`src/rtl/oversampling_rx_pkg.sv`:
```
// oversampling_rx_pkg
// Shared types and helpers for the oversampling frame receiver:
//   rx_state_e  - receiver FSM state encoding
//   MIN_OSR     - smallest supported samples-per-bit
//   cnt_width() - width of a counter that must hold 0..max_words
package oversampling_rx_pkg;

  typedef enum logic [2:0] {
    IDLE    = 3'd0,
    START   = 3'd1,
    RECEIVE = 3'd2,
    STOP    = 3'd3,
    FLUSH   = 3'd4
  } rx_state_e;

  localparam int MIN_OSR = 4;

  function automatic int cnt_width(input int max_words);
    return $clog2(max_words + 1);
  endfunction

endpackage

```
`src/rtl/oversampling_phase_detect.sv`:
```
// oversampling_phase_detect
// Finds the earliest low sample in the newest sample word and captures the
// mid-bit sampling position p = i + OSR/2 into the history window.
// Ports:
//   clk, sync_reset  clock and synchronous active-high reset
//   load_i           capture p from the current sample word
//   s_d1_i [OSR]     newest registered sample word (bit 0 earliest)
//   any_low_o        some sample in s_d1_i is low
//   p_o [PW]         captured sampling index into {s_d1, s_d2}
module oversampling_phase_detect #(
  parameter int OSR = 4,
  parameter int PW  = $clog2(2 * OSR)
) (
  input  logic           clk,
  input  logic           sync_reset,
  input  logic           load_i,
  input  logic [OSR-1:0] s_d1_i,
  output logic           any_low_o,
  output logic [PW-1:0]  p_o
);

  localparam int IW = $clog2(OSR);

  logic [IW-1:0] start_idx;
  logic [PW-1:0] p_d, p_q;

  // Scan from the latest sample down so the earliest low one wins.
  always_comb begin
    any_low_o = 1'b0;
    start_idx = '0;
    for (int k = OSR - 1; k >= 0; k--) begin
      if (!s_d1_i[k]) begin
        any_low_o = 1'b1;
        start_idx = IW'(k);
      end
    end
  end

  always_comb begin
    p_d = p_q;
    if (load_i) begin
      p_d = PW'(start_idx) + PW'(OSR / 2);
    end
  end

  always_ff @(posedge clk) begin
    if (sync_reset) begin
      p_q <= '0;
    end else begin
      p_q <= p_d;
    end
  end

  assign p_o = p_q;

endmodule

```
`src/rtl/oversampling_rx_framer.sv`:
```
// oversampling_rx_framer
// Oversampling serial frame receiver: start bit, WORD_WIDTH data bits LSB
// first, then a continuation bit (0 = another word, 1 = end of frame).
// One bit period per clk, OSR samples per clk.
// Build option: OVERSAMPLING_RX_MAJORITY_EN selects a 3-sample majority vote
// around the sampling point instead of a single sample.
// Ports:
//   clk, sync_reset      clock and synchronous active-high reset
//   enable               arms start detection (looked at only in IDLE)
//   samples [OSR]        oversampled line, bit 0 earliest
//   word_out [WORD_WIDTH] last received word
//   word_write           one-cycle strobe, word_out updated
//   frame_complete       strobe with the last word of a frame
//   frame_words          word count, valid with frame_complete/frame_error
//   frame_error          strobe, frame reached MAX_WORDS without ending
//
// state   | meaning
// IDLE    | waiting for a low sample with enable set
// START   | checking the mid-start-bit sample (1 = false start)
// RECEIVE | shifting in data bits
// STOP    | sampling the continuation bit, emitting the word
// FLUSH   | after overflow, waiting for IDLE_BITS consecutive 1 bits
module oversampling_rx_framer
  import oversampling_rx_pkg::*;
#(
  parameter int WORD_WIDTH = 8,
  parameter int OSR        = 4,
  parameter int MAX_WORDS  = 16,
  parameter int IDLE_BITS  = 4
) (
  input  logic                            clk,
  input  logic                            sync_reset,
  input  logic                            enable,
  input  logic [OSR-1:0]                  samples,
  output logic [WORD_WIDTH-1:0]           word_out,
  output logic                            word_write,
  output logic                            frame_complete,
  output logic [cnt_width(MAX_WORDS)-1:0] frame_words,
  output logic                            frame_error
);

  localparam int PW = $clog2(2 * OSR);
  localparam int BW = $clog2(WORD_WIDTH);
  localparam int CW = cnt_width(MAX_WORDS);
  localparam int FW = $clog2(IDLE_BITS + 1);

  if (OSR < MIN_OSR || OSR > 16) begin : g_osr_range
    $error("oversampling_rx_framer: OSR must be in 4..16");
  end

  rx_state_e state_q, state_d;

  logic [OSR-1:0]        s_d1_q, s_d2_q;
  logic [2*OSR-1:0]      h;
  logic [PW-1:0]         p_q;
  logic                  any_low;
  logic                  p_load;
  logic                  bit_b;

  logic [BW-1:0]         bit_cnt_q, bit_cnt_d;
  logic [CW-1:0]         word_cnt_q, word_cnt_d, words_inc;
  logic [FW-1:0]         idle_cnt_q, idle_cnt_d, idle_inc;
  logic [WORD_WIDTH-1:0] shift_q, shift_d;

  logic [WORD_WIDTH-1:0] word_out_q, word_out_d;
  logic                  word_write_q, word_write_d;
  logic                  frame_complete_q, frame_complete_d;
  logic                  frame_error_q, frame_error_d;
  logic [CW-1:0]         frame_words_q, frame_words_d;

  assign h = {s_d1_q, s_d2_q};

  oversampling_phase_detect #(
    .OSR (OSR),
    .PW  (PW)
  ) u_phase (
    .clk        (clk),
    .sync_reset (sync_reset),
    .load_i     (p_load),
    .s_d1_i     (s_d1_q),
    .any_low_o  (any_low),
    .p_o        (p_q)
  );

`ifdef OVERSAMPLING_RX_MAJORITY_EN
  logic [PW-1:0] p_lo, p_hi;
  logic          v_lo, v_mid, v_hi;
  assign p_lo  = p_q - PW'(1);
  assign p_hi  = p_q + PW'(1);
  assign v_lo  = h[p_lo];
  assign v_mid = h[p_q];
  assign v_hi  = h[p_hi];
  assign bit_b = (v_lo & v_mid) | (v_lo & v_hi) | (v_mid & v_hi);
`else
  assign bit_b = h[p_q];
`endif

  assign words_inc = word_cnt_q + CW'(1);
  assign idle_inc  = idle_cnt_q + FW'(1);

  always_comb begin
    state_d          = state_q;
    bit_cnt_d        = bit_cnt_q;
    word_cnt_d       = word_cnt_q;
    idle_cnt_d       = idle_cnt_q;
    shift_d          = shift_q;
    word_out_d       = word_out_q;
    word_write_d     = 1'b0;
    frame_complete_d = 1'b0;
    frame_error_d    = 1'b0;
    frame_words_d    = frame_words_q;
    p_load           = 1'b0;

    case (state_q)
      IDLE: begin
        if (enable && any_low) begin
          p_load  = 1'b1;
          state_d = START;
        end
      end

      START: begin
        if (!bit_b) begin
          state_d    = RECEIVE;
          bit_cnt_d  = BW'(WORD_WIDTH - 1);
          word_cnt_d = '0;
        end else begin
          state_d = IDLE;
        end
      end

      RECEIVE: begin
        shift_d = {bit_b, shift_q[WORD_WIDTH-1:1]};
        if (bit_cnt_q == '0) begin
          state_d = STOP;
        end else begin
          bit_cnt_d = bit_cnt_q - BW'(1);
        end
      end

      STOP: begin
        word_out_d   = shift_q;
        word_write_d = 1'b1;
        word_cnt_d   = words_inc;
        if (bit_b) begin
          frame_complete_d = 1'b1;
          frame_words_d    = words_inc;
          state_d          = IDLE;
        end else if (words_inc == CW'(MAX_WORDS)) begin
          frame_error_d = 1'b1;
          frame_words_d = CW'(MAX_WORDS);
          idle_cnt_d    = '0;
          state_d       = FLUSH;
        end else begin
          // No start bit between words: go straight to the next data bits.
          bit_cnt_d = BW'(WORD_WIDTH - 1);
          state_d   = RECEIVE;
        end
      end

      FLUSH: begin
        if (bit_b) begin
          if (idle_inc == FW'(IDLE_BITS)) begin
            state_d = IDLE;
          end else begin
            idle_cnt_d = idle_inc;
          end
        end else begin
          idle_cnt_d = '0;
        end
      end

      default: state_d = IDLE;
    endcase
  end

  always_ff @(posedge clk) begin
    if (sync_reset) begin
      s_d1_q           <= '1;
      s_d2_q           <= '1;
      state_q          <= IDLE;
      bit_cnt_q        <= '0;
      word_cnt_q       <= '0;
      idle_cnt_q       <= '0;
      shift_q          <= '0;
      word_out_q       <= '0;
      word_write_q     <= 1'b0;
      frame_complete_q <= 1'b0;
      frame_error_q    <= 1'b0;
      frame_words_q    <= '0;
    end else begin
      s_d1_q           <= samples;
      s_d2_q           <= s_d1_q;
      state_q          <= state_d;
      bit_cnt_q        <= bit_cnt_d;
      word_cnt_q       <= word_cnt_d;
      idle_cnt_q       <= idle_cnt_d;
      shift_q          <= shift_d;
      word_out_q       <= word_out_d;
      word_write_q     <= word_write_d;
      frame_complete_q <= frame_complete_d;
      frame_error_q    <= frame_error_d;
      frame_words_q    <= frame_words_d;
    end
  end

  assign word_out       = word_out_q;
  assign word_write     = word_write_q;
  assign frame_complete = frame_complete_q;
  assign frame_error    = frame_error_q;
  assign frame_words    = frame_words_q;

endmodule

```
`config.mk`:
```
export PLATFORM = sky130hd
export DESIGN_NAME = oversampling_rx_framer
export DESIGN_NICKNAME = d
export VERILOG_FILES = /design/src/rtl/oversampling_rx_pkg.sv /design/src/rtl/oversampling_phase_detect.sv /design/src/rtl/oversampling_rx_framer.sv
export SDC_FILE = /design/constraint.sdc
export NUM_CORES = 1
export LEC_CHECK = 0
export CAP_MARGIN = 20
export CORE_MARGIN = 2
export CORE_UTILIZATION = 50
export CTS_BUF_LIST = sky130_fd_sc_hd__clkbuf_4
export DETAILED_ROUTE_END_ITERATION = 10
export PLACE_DENSITY_LB_ADDON = 0.1
export REMOVE_ABC_BUFFERS = 1
export SLEW_MARGIN = 40
export SYNTH_ARGS = -nofsm -noshare
export SYNTH_HDL_FRONTEND = slang
export SYNTH_SLANG_ARGS = --single-unit
```
`constraint.sdc`:
```
create_clock -name clk -period 1.93 [get_ports clk]
set_input_delay 0.193 -clock clk [delete_from_list [all_inputs] [get_ports clk]]
set_output_delay 0.193 -clock clk [all_outputs]
set_load 0.05 [all_outputs]
```
### Yosys cells after proc, flatten, opt, wreduce, memory -nomap -nowiden

Index checks and enable logic that the tools add are counted.

| operators by class | value |
|---|---|
| add/subtract/negate cells | 4 |
| magnitude comparators | 1 |
| equality and inequality tests | 16 |
| muxes and demuxes | 37 |
| bitwise operators | 1 |
| reductions and logical operators | 14 |

Operators by type and width:

| operator | count |
|---|---|
| $mux W3 | 14 |
| $ne A2 B2 Y1 const B | 9 |
| $mux W5 | 3 |
| $pmux W3 S5 | 1 |
| $mux W1 | 10 |
| $mux W2 | 5 |
| $pmux W5 S2 | 1 |
| $pmux W3 S3 | 1 |
| $reduce_and A4 Y1 | 2 |
| $eq A3 B2 Y1 const B | 2 |
| $eq A3 B3 Y1 const B | 2 |
| $logic_not A3 Y1 | 2 |
| $pmux W3 S2 | 1 |
| $reduce_bool A2 Y1 | 3 |
| $add A5 B1 Y5 const B | 1 |
| $eq A5 B5 Y1 const B | 1 |
| $reduce_and A5 Y1 | 1 |
| $lt A3 B4 Y1 const B | 1 |
| $reduce_and A2 Y1 | 2 |
| $add A2 B2 Y3 const B | 1 |
| $add A3 B1 Y3 const B | 1 |
| $bmux W1 S3 | 1 |
| $eq A3 B1 Y1 const B | 1 |
| $ne A3 B3 Y1 const B | 1 |
| 6 further kinds | 6 |

| word-level totals | value |
|---|---|
| bits in registers | 49 |
| input port bits | 7 |
| output and inout port bits | 16 |
| word-level logic and storage cells | 86 |

### Longest topological paths before layout

Gate-level depths: netlist of the first run.

| logic depth | value |
|---|---|
| depth in word-level cells | 7 |
| mapped depth | 7 |
| gate-level depth less buffers | 6 |

### By module

Synthesis of the first run repeated with hierarchy kept, for this count alone.

| second synthesis, totals | value |
|---|---|
| cell total of the unflattened synthesis | 233 |
| area, all modules | 2090.8 um^2 |

By module, submodules not included:

| module | instances | cells an instance | area each (um^2) | sequential area each (um^2) |
|---|---|---|---|---|
| oversampling_rx_framer | 1 | 219 | 1963.1 | 920.9 |
| oversampling_phase_detect | 1 | 14 | 127.6 | 60.1 |

### Worst setup path after synthesis of the first run

Ideal clock, no wire load.

| timing | value |
|---|---|
| path kind | register to register |
| start | register word_cnt_q[0] |
| end | register idle_cnt_q[1] |
| arrival | 1548 ps |
| setup slack | 265 ps |
| cell stages (with the launch flop) | 7 |
| path buffers | 1 |
| cell sequence | dfxtp_1 -> ha_1 -> nand2_1 -> or3_1 -> buf_6 -> o2bb2ai_4 -> a32o_1 |

| on the way | value |
|---|---|
| longest elaborated chain between the ends | 4 |

Ends and longest elaborated chain:

| what | line | RTL |
|---|---|---|
| start: declaration | oversampling_rx_framer.sv:61 | `logic [CW-1:0] word_cnt_q, word_cnt_d, words_inc;` |
| start signal: assignment | oversampling_rx_framer.sv:196 | `word_cnt_q <= word_cnt_d;` |
| $add A5 B1 Y5 | oversampling_rx_framer.sv:98 | `assign words_inc = word_cnt_q + CW'(1);` |
| $eq A5 B5 Y1 | oversampling_rx_framer.sv:149 | `end else if (words_inc == CW'(MAX_WORDS)) begin` |
| $ne A2 B2 Y1 (no line) | -- |  |
| $reduce_and A4 Y1 (no line) | -- |  |
| end signal: assignment | oversampling_rx_framer.sv:197 | `idle_cnt_q <= idle_cnt_d;` |
| end: declaration | oversampling_rx_framer.sv:62 | `logic [FW-1:0] idle_cnt_q, idle_cnt_d, idle_inc;` |

No other way between the ends.
A chain may end at the register's enable or synchronous reset.

### Worst setup path after layout of the first run

| timing | value |
|---|---|
| start | register word_cnt_q[1] |
| end | register idle_cnt_q[1] |

Same word-level chain as after synthesis.

==> results.tsv, run 1 <==
metric	value	unit
outcome	complete, no violations	
Via density	5.259	
remaining antenna violation count	0	
Final Hold Vio Count	0	
Yosys Warn Count	0	
chip height	67.89	microns
Layout area overhead	20.54	%
Min-Delay Path Class	input port to register	
relative slew slack	0.6654	
clock tree buffer depth	2	
I/O pin count	23	
1st-pass router iterations	4	
RD Place Congestion	0.8224	
Worst Path Required	2.19	ns
Post-CTS Resized	0	
GRT Util Overall	0.1932	
number of global-route vias before repair	1501	
Area contributors post-synth	dfxtp_1, nand2_1, a21oi_1, nor2_1, ha_1	
ratio of cells with drive above 1 in the final layout	0.1179	
VDD IR-drop max	0.4478	mV
global-route wire length before repair	6.693	mm
syn_area_per_cell	8.684	sq um
core area	3971	sq um
post-synthesis sequential area ratio	0.4807	
cell taking the most area after synthesis	dfxtp_1	
Crit Path Class	register to register	
clock tree root driver cell	clkbuf_4	
number of enable flip-flop cells after synthesis	0	
diode count	0	
RSZ-0062 raised after global routing	no	
initial antenna violation count	0	
Die Width	67.89	microns
asr flop ratio synth	0	
Storage cell area	982.2	sq um
Overflow after GRT	0	
CTS Hold Bufs	0	
Fin Setup TNS	0	ns
crit path capture type	register	
mapped cell area	2041	sq um
Core Util, Final	0.6194	
hold_ws	0.3823	ns
CTS tree	built	
nets@finish	274	
worst-skew pair later-pin latency	0.36	ns
initial core utilization	0.5139	
largest net degree at the start of global routing	23	
dominant synthesized flop cell	dfxtp_1	
TritonCTS Buffers	5	
Worst setup SP type	register	
# port buffers	22	
WL final	3.832	mm
Distinct cells, synth	45	
area share of the largest cell type after synthesis	0.4807	
drc violations	0	
Finished Cell Area	2460	sq um
post-synthesis cell count	235	
clk_skew	0.009327	ns
fin crit share	0.9196	
Rows	23	
Arr. time, crit path	2.04	ns
multi-input gate area in the final layout	983.4	sq um
Max-Cap Viols	0	
post-CTS setup buffers	0	
Max Fclk	0.5634	GHz
Pwr Total	1.897	mW
Setup violations, final	0	
CTS H-tree lvls	2	
Routed WL per cell	12.24	microns
Leak Pwr	0.8753	nW
fillers	369	
Cell Pwr Density	771.3	nW/um^2
via count	1646	
clk sinks	49	
Synth Register Bits	49	
Pins Over Slew Limit	0	
placed cell areas	2342	sq um
die area	4608	sq um
Worst-Margin Slew	0.5003	ns
clock period minus worst slack	1.775	ns
dpl hpwl	2.706	mm
DRT iter0 DRCs	95	
CTS clk-pin slew, worst paths	0.14	ns
critical path peak fanout	8	
==> cell usage in the layout (no fill, tap or decap), drive strengths merged, types with 4 or more instances in the layout <==
cell type | Yosys | final
or2 | 7 | 7
clkbuf | 7 | 5
or3 | 6 | 6
nor3 | 4 | 4
dfxtp | 49 | 49
nand2 | 40 | 40
clkdlybuf4s50 | 0 | 22
ha | 5 | 5
a21oi | 29 | 29
inv | 9 | 9
buf | 5 | 10
nand3 | 7 | 7
nor2 | 21 | 21
mux2i | 4 | 4
==> synthesized netlist by cell type, types with 2 or more instances <==
library cell / count
nor2_1: 21
a221oi_1: 2
a32o_1: 2
a22oi_1: 2
nand3_1: 6
clkbuf_1: 7
mux2i_1: 4
a211oi_1: 3
nor3b_1: 2
inv_1: 9
or3_1: 6
ha_1: 5
o211ai_1: 3
or2_2: 7
xnor2_1: 2
dfxtp_1: 49
nand2_1: 39
xor2_1: 2
o21ai_0: 3
buf_2: 3
a21oi_1: 29
nor3_1: 4
nor2b_1: 3
==> worst max-delay path, stage by stage (launching register included) <==
cell,delay [ns]
dfxtp_1,0.41
ha_1,0.25
nand2_1,0.08
or3_1,0.50
o2bb2ai_4,0.18
a32o_1,0.25
==> flip-flops by register name, summed over array words and instances (netlist names) <==
name	cells
s_d2_q	4
word_out	8
frame_error	1
word_cnt_q	5
state_q	3
u_phase.p_o	3
s_d1_q	4
shift_q	8
frame_words	5
bit_cnt_q	3
word_write	1
frame_complete	1
idle_cnt_q	3
==> final timing paths <==
kind | startpoint | endpoint | cells past startpoint | slack [ns]
worst min register to register | word_out[7] | word_out[7] | 2 | 0.47
worst max register to register | word_cnt_q[1] | idle_cnt_q[1] | 5 | 0.16
worst min-delay path | samples[1] | s_d1_q[1] | 2 | 0.38
worst max-delay path | word_cnt_q[1] | idle_cnt_q[1] | 5 | 0.16
==> final cells by class <==
type / count / area share
multi-input cells: 165 / 0.3998
well taps: 50 / 0.02543
repair buffers: 32 / 0.1200
clock inverters: 3 / 0.02645
flip-flops and latches: 49 / 0.3993
inverters: 9 / 0.01373
clock buffers: 5 / 0.01526
==> power breakdown <==
part / internal (mW) / total (mW) / switching [mW]
sequential: 1.03 / 1.05 / 0.0172
clock: 0.401 / 0.724 / 0.323
combinational: 0.0565 / 0.126 / 0.0691
total: 1.49 / 1.90 / 0.409
==> kinds of logic (layout without fill, tap and decap cells) <==
kind of cell | count (synthesis) | after routing | share of synthesized area
multiplexers | 4 | 4 | 0.01962
adder cells (fa/ha/maj) | 5 | 5 | 0.03066
XOR/XNOR | 4 | 4 | 0.01717
flip-flops | 49 | 49 | 0.4807
AND/OR/NAND/NOR | 97 | 97 | 0.2244
buffers and inverters | 21 | 49 | 0.04414
AO/OA/AOI/OAI | 55 | 55 | 0.1833
==> routing by layer <==
| metal | share of wire | GRT usage | vias up |
|---|---|---|---|
| met5 | 0 | 0 | - |
| met4 | 0.012 | 0.06750 | 0 |
| met3 | 0.040 | 0.05428 | 5 |
| met2 | 0.46 | 0.3137 | 33 |
| met1 | 0.48 | 0.2469 | 745 |
| li1 | - | - | 863 |
==> through the flow <==
step           setup slack [ns]  std cells
3_3_place_gp             0.1584        305
3_5_place_dp             0.1213        305
6_report                 0.1552        313
5_1_grt                 0.05099        313
4_1_cts                 0.09647        313
2_1_floorplan            0.1264        223
Power figures use the tool's default switching activity.
==> run 2, diff against run 1 <==
CORE_MARGIN = not set   (was 2)
PLACE_DENSITY = 0.72   (was not set)
PLACE_DENSITY_LB_ADDON = not set   (was 0.1)
RECOVER_POWER = 25   (was not set)
==> run 2 against run 1 <==
  * Setup slack better by 0.035 ns
  * Largest cell class is now registers
  * Non-clock buffer count is the same
  * Global-route usage is 0.52 points lower
  * Critical path type is now register to output port
  * Design area is 1.8% lower
  * Highest routed layer unchanged
==> results.tsv, run 2 (same netlist as run 1, synthesis figures left out) <==
metric	value	unit	change
outcome	complete, no violations		unchanged
diode count	0		unchanged
commonest cells after routing, fill and taps aside	dfxtp_1, nand2_1, a21oi_1, nor2_1, clkdlybuf4s50_1		was dfxtp_1, nand2_1, a21oi_1, clkdlybuf4s50_1, nor2_1
drc violations	0		unchanged
clock tree root driver cell	clkbuf_4		unchanged
post-CTS setup buffers	0		unchanged
largest net degree at the start of global routing	24		was 23
Cell Pwr Density	737.8	nW/um^2	was 771.3 nW/um^2
TritonCTS Buffers	5		unchanged
CP Depth	1		was 5
Routed WL per cell	11.63	microns	was 12.24 microns
DRT iter0 DRCs	71		was 95
Rows	22		was 23
die area	4341	sq um	was 4608 sq um
Layout area overhead	18.39	%	was 20.54%
GRT Util Overall	0.1881		was 0.1932
dpl hpwl	2.519	mm	was 2.706 mm
global-route wire length before repair	6.196	mm	was 6.693 mm
Overflow after GRT	0		unchanged
Die Width	65.89	microns	was 67.89 microns
Crit path max-delay family	buffers and inverters		was simple AND/OR/NAND/NOR gates
CTS clk-pin slew, worst paths	0.14	ns	about the same
worst reg2reg path depth	5		unchanged
CTS tree	built		unchanged
Worst-Margin Slew	0.8206	ns	was 0.5003 ns
worst-skew pair later-pin latency	0.38	ns	was 0.36 ns
Final Hold Vio Count	0		unchanged
CTS H-tree lvls	2		unchanged
via count	1614		was 1,646
ratio of cells with drive above 1 in the final layout	0.1027		was 0.1179
Crit Path Class	register to output port		was register to register
Via density	5.190		was 5.259
initial antenna violation count	0		unchanged
commonest non-fill, non-tap cell in the layout	dfxtp_1		unchanged
WL final	3.616	mm	was 3.832 mm
slowest CP cell	clkdlybuf4s50_1		was or3_1
Worst Path Required	1.74	ns	was 2.19 ns
Max-Cap Viols	0		unchanged
core area	3799	sq um	was 3971 sq um
Fin Setup TNS	0	ns	unchanged
remaining antenna violation count	0		unchanged
Core Util, Final	0.6360		was 0.6194
initial core utilization	0.5372		was 0.5139
max incr delay on CP	0.81	ns	was 0.50 ns
fin crit share	0.9016		was 0.9196
Setup violations, final	0		unchanged
I/O pin count	23		unchanged
Finished Cell Area	2416	sq um	was 2460 sq um
1st-pass router iterations	6		was 4
nets@finish	274		unchanged
number of global-route vias before repair	1420		was 1,501
placed cell areas	2340	sq um	was 2342 sq um
clock period minus worst slack	1.740	ns	was 1.775 ns
crit path capture type	output port		was register
Worst setup SP type	register		unchanged
Min-Delay Path Class	input port to register		unchanged
clk sinks	49		unchanged
relative slew slack	0.4529		was 0.6654
clk_skew	0.01940	ns	was 0.009327 ns
Pins Over Slew Limit	0		unchanged
# port buffers	22		unchanged
Leak Pwr	0.8518	nW	was 0.8753 nW
chip height	65.89	microns	was 67.89 microns
post-route insts no fill	311		was 313
VDD IR-drop max	0.4347	mV	was 0.4478 mV
clock tree buffer depth	2		unchanged
RSZ-0062 raised after global routing	no		unchanged
CTS Hold Bufs	0		unchanged
Hold Path Depth	2		unchanged
critical path peak fanout	2		was 8
Max Fclk	0.5747	GHz	was 0.5634 GHz
Placed Cells	303		was 305
CP bufs+invs	1		was 0
CP cell instances	clkdlybuf4s50_1		was ha_1, nand2_1, or3_1, o2bb2ai_4, a32o_1
Arr. time, crit path	1.55	ns	was 2.04 ns
RD Place Congestion	0.7519		was 0.8224
Post-CTS Resized	0		unchanged
[run 2: worst paths after layout]
| kind | start | endpoint | slack, ns |
|---|---|---|---|
| setup / recovery | frame_words[1] | frame_words[1] | 0.19 |
| hold reg to reg | word_out[0] | word_out[0] | 0.47 |
| hold / removal | samples[1] | s_d1_q[1] | 0.38 |
| setup reg to reg | word_cnt_q[0] | idle_cnt_q[2] | 0.19 |
[run 2: final cells by class]
cell class              count  area (sq um)
multi-input cells         165         972.2
fillers                   351          1383
repair buffers             32         285.3
well taps                  48         60.06
flip-flops and latches     49         980.9
clock buffers               5         37.54
inverters                   9         33.78
clock inverters             3         46.29
[run 2: where the power goes]
part           switching, mW  leakage (nW)  internal [mW]
clock                  0.336        0.0414          0.274
combinational         0.0679         0.413         0.0560
sequential            0.0173         0.397           1.03
[run 2: metal layers]
layer	vias up	wire length, microns	track usage
met5	-	0	0
met4	0	59	0.07337
met3	6	123	0.06207
met2	19	1494	0.2857
met1	723	1938	0.2441
li1	866	-	-
[run 2: per-stage QoR]
step / hold slack [ns] / power, mW / worst slack, ns
3_5_place_dp: 0.4497 / 1.196 / 0.09812
2_1_floorplan: 0.2609 / 1.136 / 0.1264
5_1_grt: 0.3669 / 1.850 / 0.01816
4_1_cts: 0.3647 / 1.797 / 0.08157
6_report: 0.3756 / 1.783 / 0.1898
3_3_place_gp: 0.4457 / 1.195 / 0.1395
[run 2: worst reg2reg max path, stage by stage, from the launching register on]
cell	delay (ns)
dfxtp_1	0.45
ha_1	0.27
nand2_1	0.09
or3_4	0.44
o2bb2ai_4	0.15
a32o_1	0.25
==> run 3, diff against run 2 <==
CORE_MARGIN = 8   (was not set)
clock period = 2.23 ns   (was 1.93 ns; I/O delays follow)
==> run 3 against run 2 <==
  * Worst hold slack improved by 0.042 ns
  * Highest routed layer unchanged
  * Count of clock-buffer cells in the layout increased by 1
  * Sequential power decreased by 14%
  * Combinational power decreased by 22%
  * Largest power group unchanged
  * Critical path depth increased by 4
==> results.tsv, run 3 (same netlist as run 1, synthesis figures left out) <==
metric	value	unit	change
outcome	complete, no violations		unchanged
worst setup margin	0.3253	ns	was 0.1898 ns
nets@finish	269		was 274
Layout area overhead	15.27	%	was 18.39%
clk_skew	0.01463	ns	was 0.01940 ns
Crit Path Class	register to register		was register to output port
Worst Path Required	2.49	ns	was 1.74 ns
worst hold endpoint	s_d1_q[3]		was s_d1_q[1]
Setup violations, final	0		unchanged
CP bufs+invs	0		was 1
largest net degree at the start of global routing	28		was 24
Overflow after GRT	0		unchanged
clk sinks	49		unchanged
diode count	0		unchanged
slowest CP cell	or3_1		was clkdlybuf4s50_1
Pins Over Slew Limit	0		unchanged
Placed Cells	300		was 303
Rows	23		was 22
Finished Cell Area	2352	sq um	was 2416 sq um
Die Width	79.89	microns	was 65.89 microns
Max-Cap Viols	0		unchanged
CTS tree	built		unchanged
global-route wire length before repair	6.775	mm	was 6.196 mm
Worst-Margin Slew	1.096	ns	was 0.8206 ns
Hold Path Depth	2		unchanged
fin crit share	0.8541		
max incr delay on CP	0.51	ns	was 0.81 ns
commonest cells after routing, fill and taps aside	dfxtp_1, nand2_1, a21oi_1, nor2_1, clkdlybuf4s50_1		unchanged
Final Hold Vio Count	0		unchanged
CTS clk-pin slew, worst paths	0.15	ns	was 0.14 ns
Post-CTS Resized	0		unchanged
Cell Pwr Density	602.5	nW/um^2	was 737.8 nW/um^2
WL final	3.841	mm	was 3.616 mm
core area	3971	sq um	was 3799 sq um
dpl ws	0.3877	ns	was 0.09812 ns
chip height	79.89	microns	was 65.89 microns
post-route insts no fill	308		was 311
RD Place Congestion	0.7895		was 0.7519
R2R setup slack	0.33	ns	was 0.19 ns
Routed WL per cell	12.47	microns	was 11.63 microns
GRT Util Overall	0.1305		was 0.1881
initial core utilization	0.5139		was 0.5372
dpl hpwl	2.728	mm	was 2.519 mm
CP cell instances	ha_1, nand2_1, or3_1, o2bb2ai_4, a32o_1		was clkdlybuf4s50_1
Fin Setup TNS	0	ns	unchanged
HP Start	samples[3]		was samples[1]
Crit path max-delay family	simple AND/OR/NAND/NOR gates		was buffers and inverters
ratio of cells with drive above 1 in the final layout	0.08140		was 0.1027
Leak Pwr	0.8177	nW	was 0.8518 nW
DRT iter0 DRCs	100		was 71
Via density	5.357		was 5.190
I/O pin count	23		unchanged
worst-skew pair later-pin latency	0.36	ns	was 0.38 ns
Min-Delay Path Class	input port to register		unchanged
R2R Path Start	word_cnt_q[0]		unchanged
commonest non-fill, non-tap cell in the layout	dfxtp_1		unchanged
crit path capture type	register		was output port
drc violations	0		unchanged
worst reg2reg path depth	5		unchanged
number of global-route vias before repair	1573		was 1,420
via count	1650		was 1,614
clock tree buffer depth	2		unchanged
post-CTS setup buffers	0		unchanged
critical path peak fanout	8		was 2
relative slew slack	0.2694		was 0.4529
TritonCTS Buffers	5		unchanged
initial antenna violation count	0		unchanged
CTS H-tree lvls	2		unchanged
Reg2Reg Capture Point	idle_cnt_q[1]		was idle_cnt_q[2]
remaining antenna violation count	0		unchanged
placed cell areas	2317	sq um	was 2340 sq um
# port buffers	22		unchanged
Arr. time, crit path	2.16	ns	was 1.55 ns
RSZ-0062 raised after global routing	no		unchanged
CTS Hold Bufs	0		unchanged
clock tree root driver cell	clkbuf_4		unchanged
1st-pass router iterations	4		was 6
Max Fclk	0.5250	GHz	
Worst setup SP type	register		unchanged
die area	6382	sq um	was 4341 sq um
clock period minus worst slack	1.905	ns	
VDD IR-drop max	0.4085	mV	was 0.4347 mV
-- run 3: power breakdown --
part	internal (mW)	switching, mW	total [mW]
Sequential	0.892	0.0164	0.908
Combinational	0.0420	0.0552	0.0972
Clock	0.139	0.273	0.412
Total	1.07	0.345	1.42
-- run 3: worst max-delay path by stage --
stage	start	endpoint	slack (ns)	cells past startpoint
2_1_floorplan	state_q[0]	idle_cnt_q[1]	0.43	5
3_3_place_gp	word_cnt_q[0]	idle_cnt_q[2]	0.45	5
3_5_place_dp	word_cnt_q[0]	idle_cnt_q[1]	0.39	5
4_1_cts	word_cnt_q[0]	idle_cnt_q[1]	0.34	5
5_1_grt	sync_reset	idle_cnt_q[1]	0.15	4
6_report	word_cnt_q[0]	idle_cnt_q[1]	0.33	5
-- run 3: area by class of cell --
type                    instances  area (sq um)
multi-input cells             165         969.7
flip-flops and latches         49         980.9
repair buffers                 27         246.5
clock inverters                 2         13.76
fillers                       365          1619
inverters                       9         33.78
well taps                      50         62.56
clock buffers                   6         45.04
-- run 3: metrics by stage --
| step | hold slack, ns | power, mW | util |
|---|---|---|---|
| after global placement | 0.4431 | 1.029 | 0.5835 |
| after CTS | 0.3983 | 1.442 | 0.5983 |
| final | 0.4173 | 1.417 | 0.5923 |
| after detailed placement | 0.4466 | 1.029 | 0.5835 |
| after floorplan | 0.2909 | 0.9833 | - |
| after global routing | 0.4052 | 1.480 | 0.5923 |
-- run 3: metal layers --
layer  vias to the layer above  part of all wire  global-route usage
li1                        856                 -                   -
met1                       763              0.49              0.1583
met2                        29              0.45              0.2086
met3                         2             0.048             0.03041
met4                         0            0.0068             0.06909
met5                         -                 0                   0
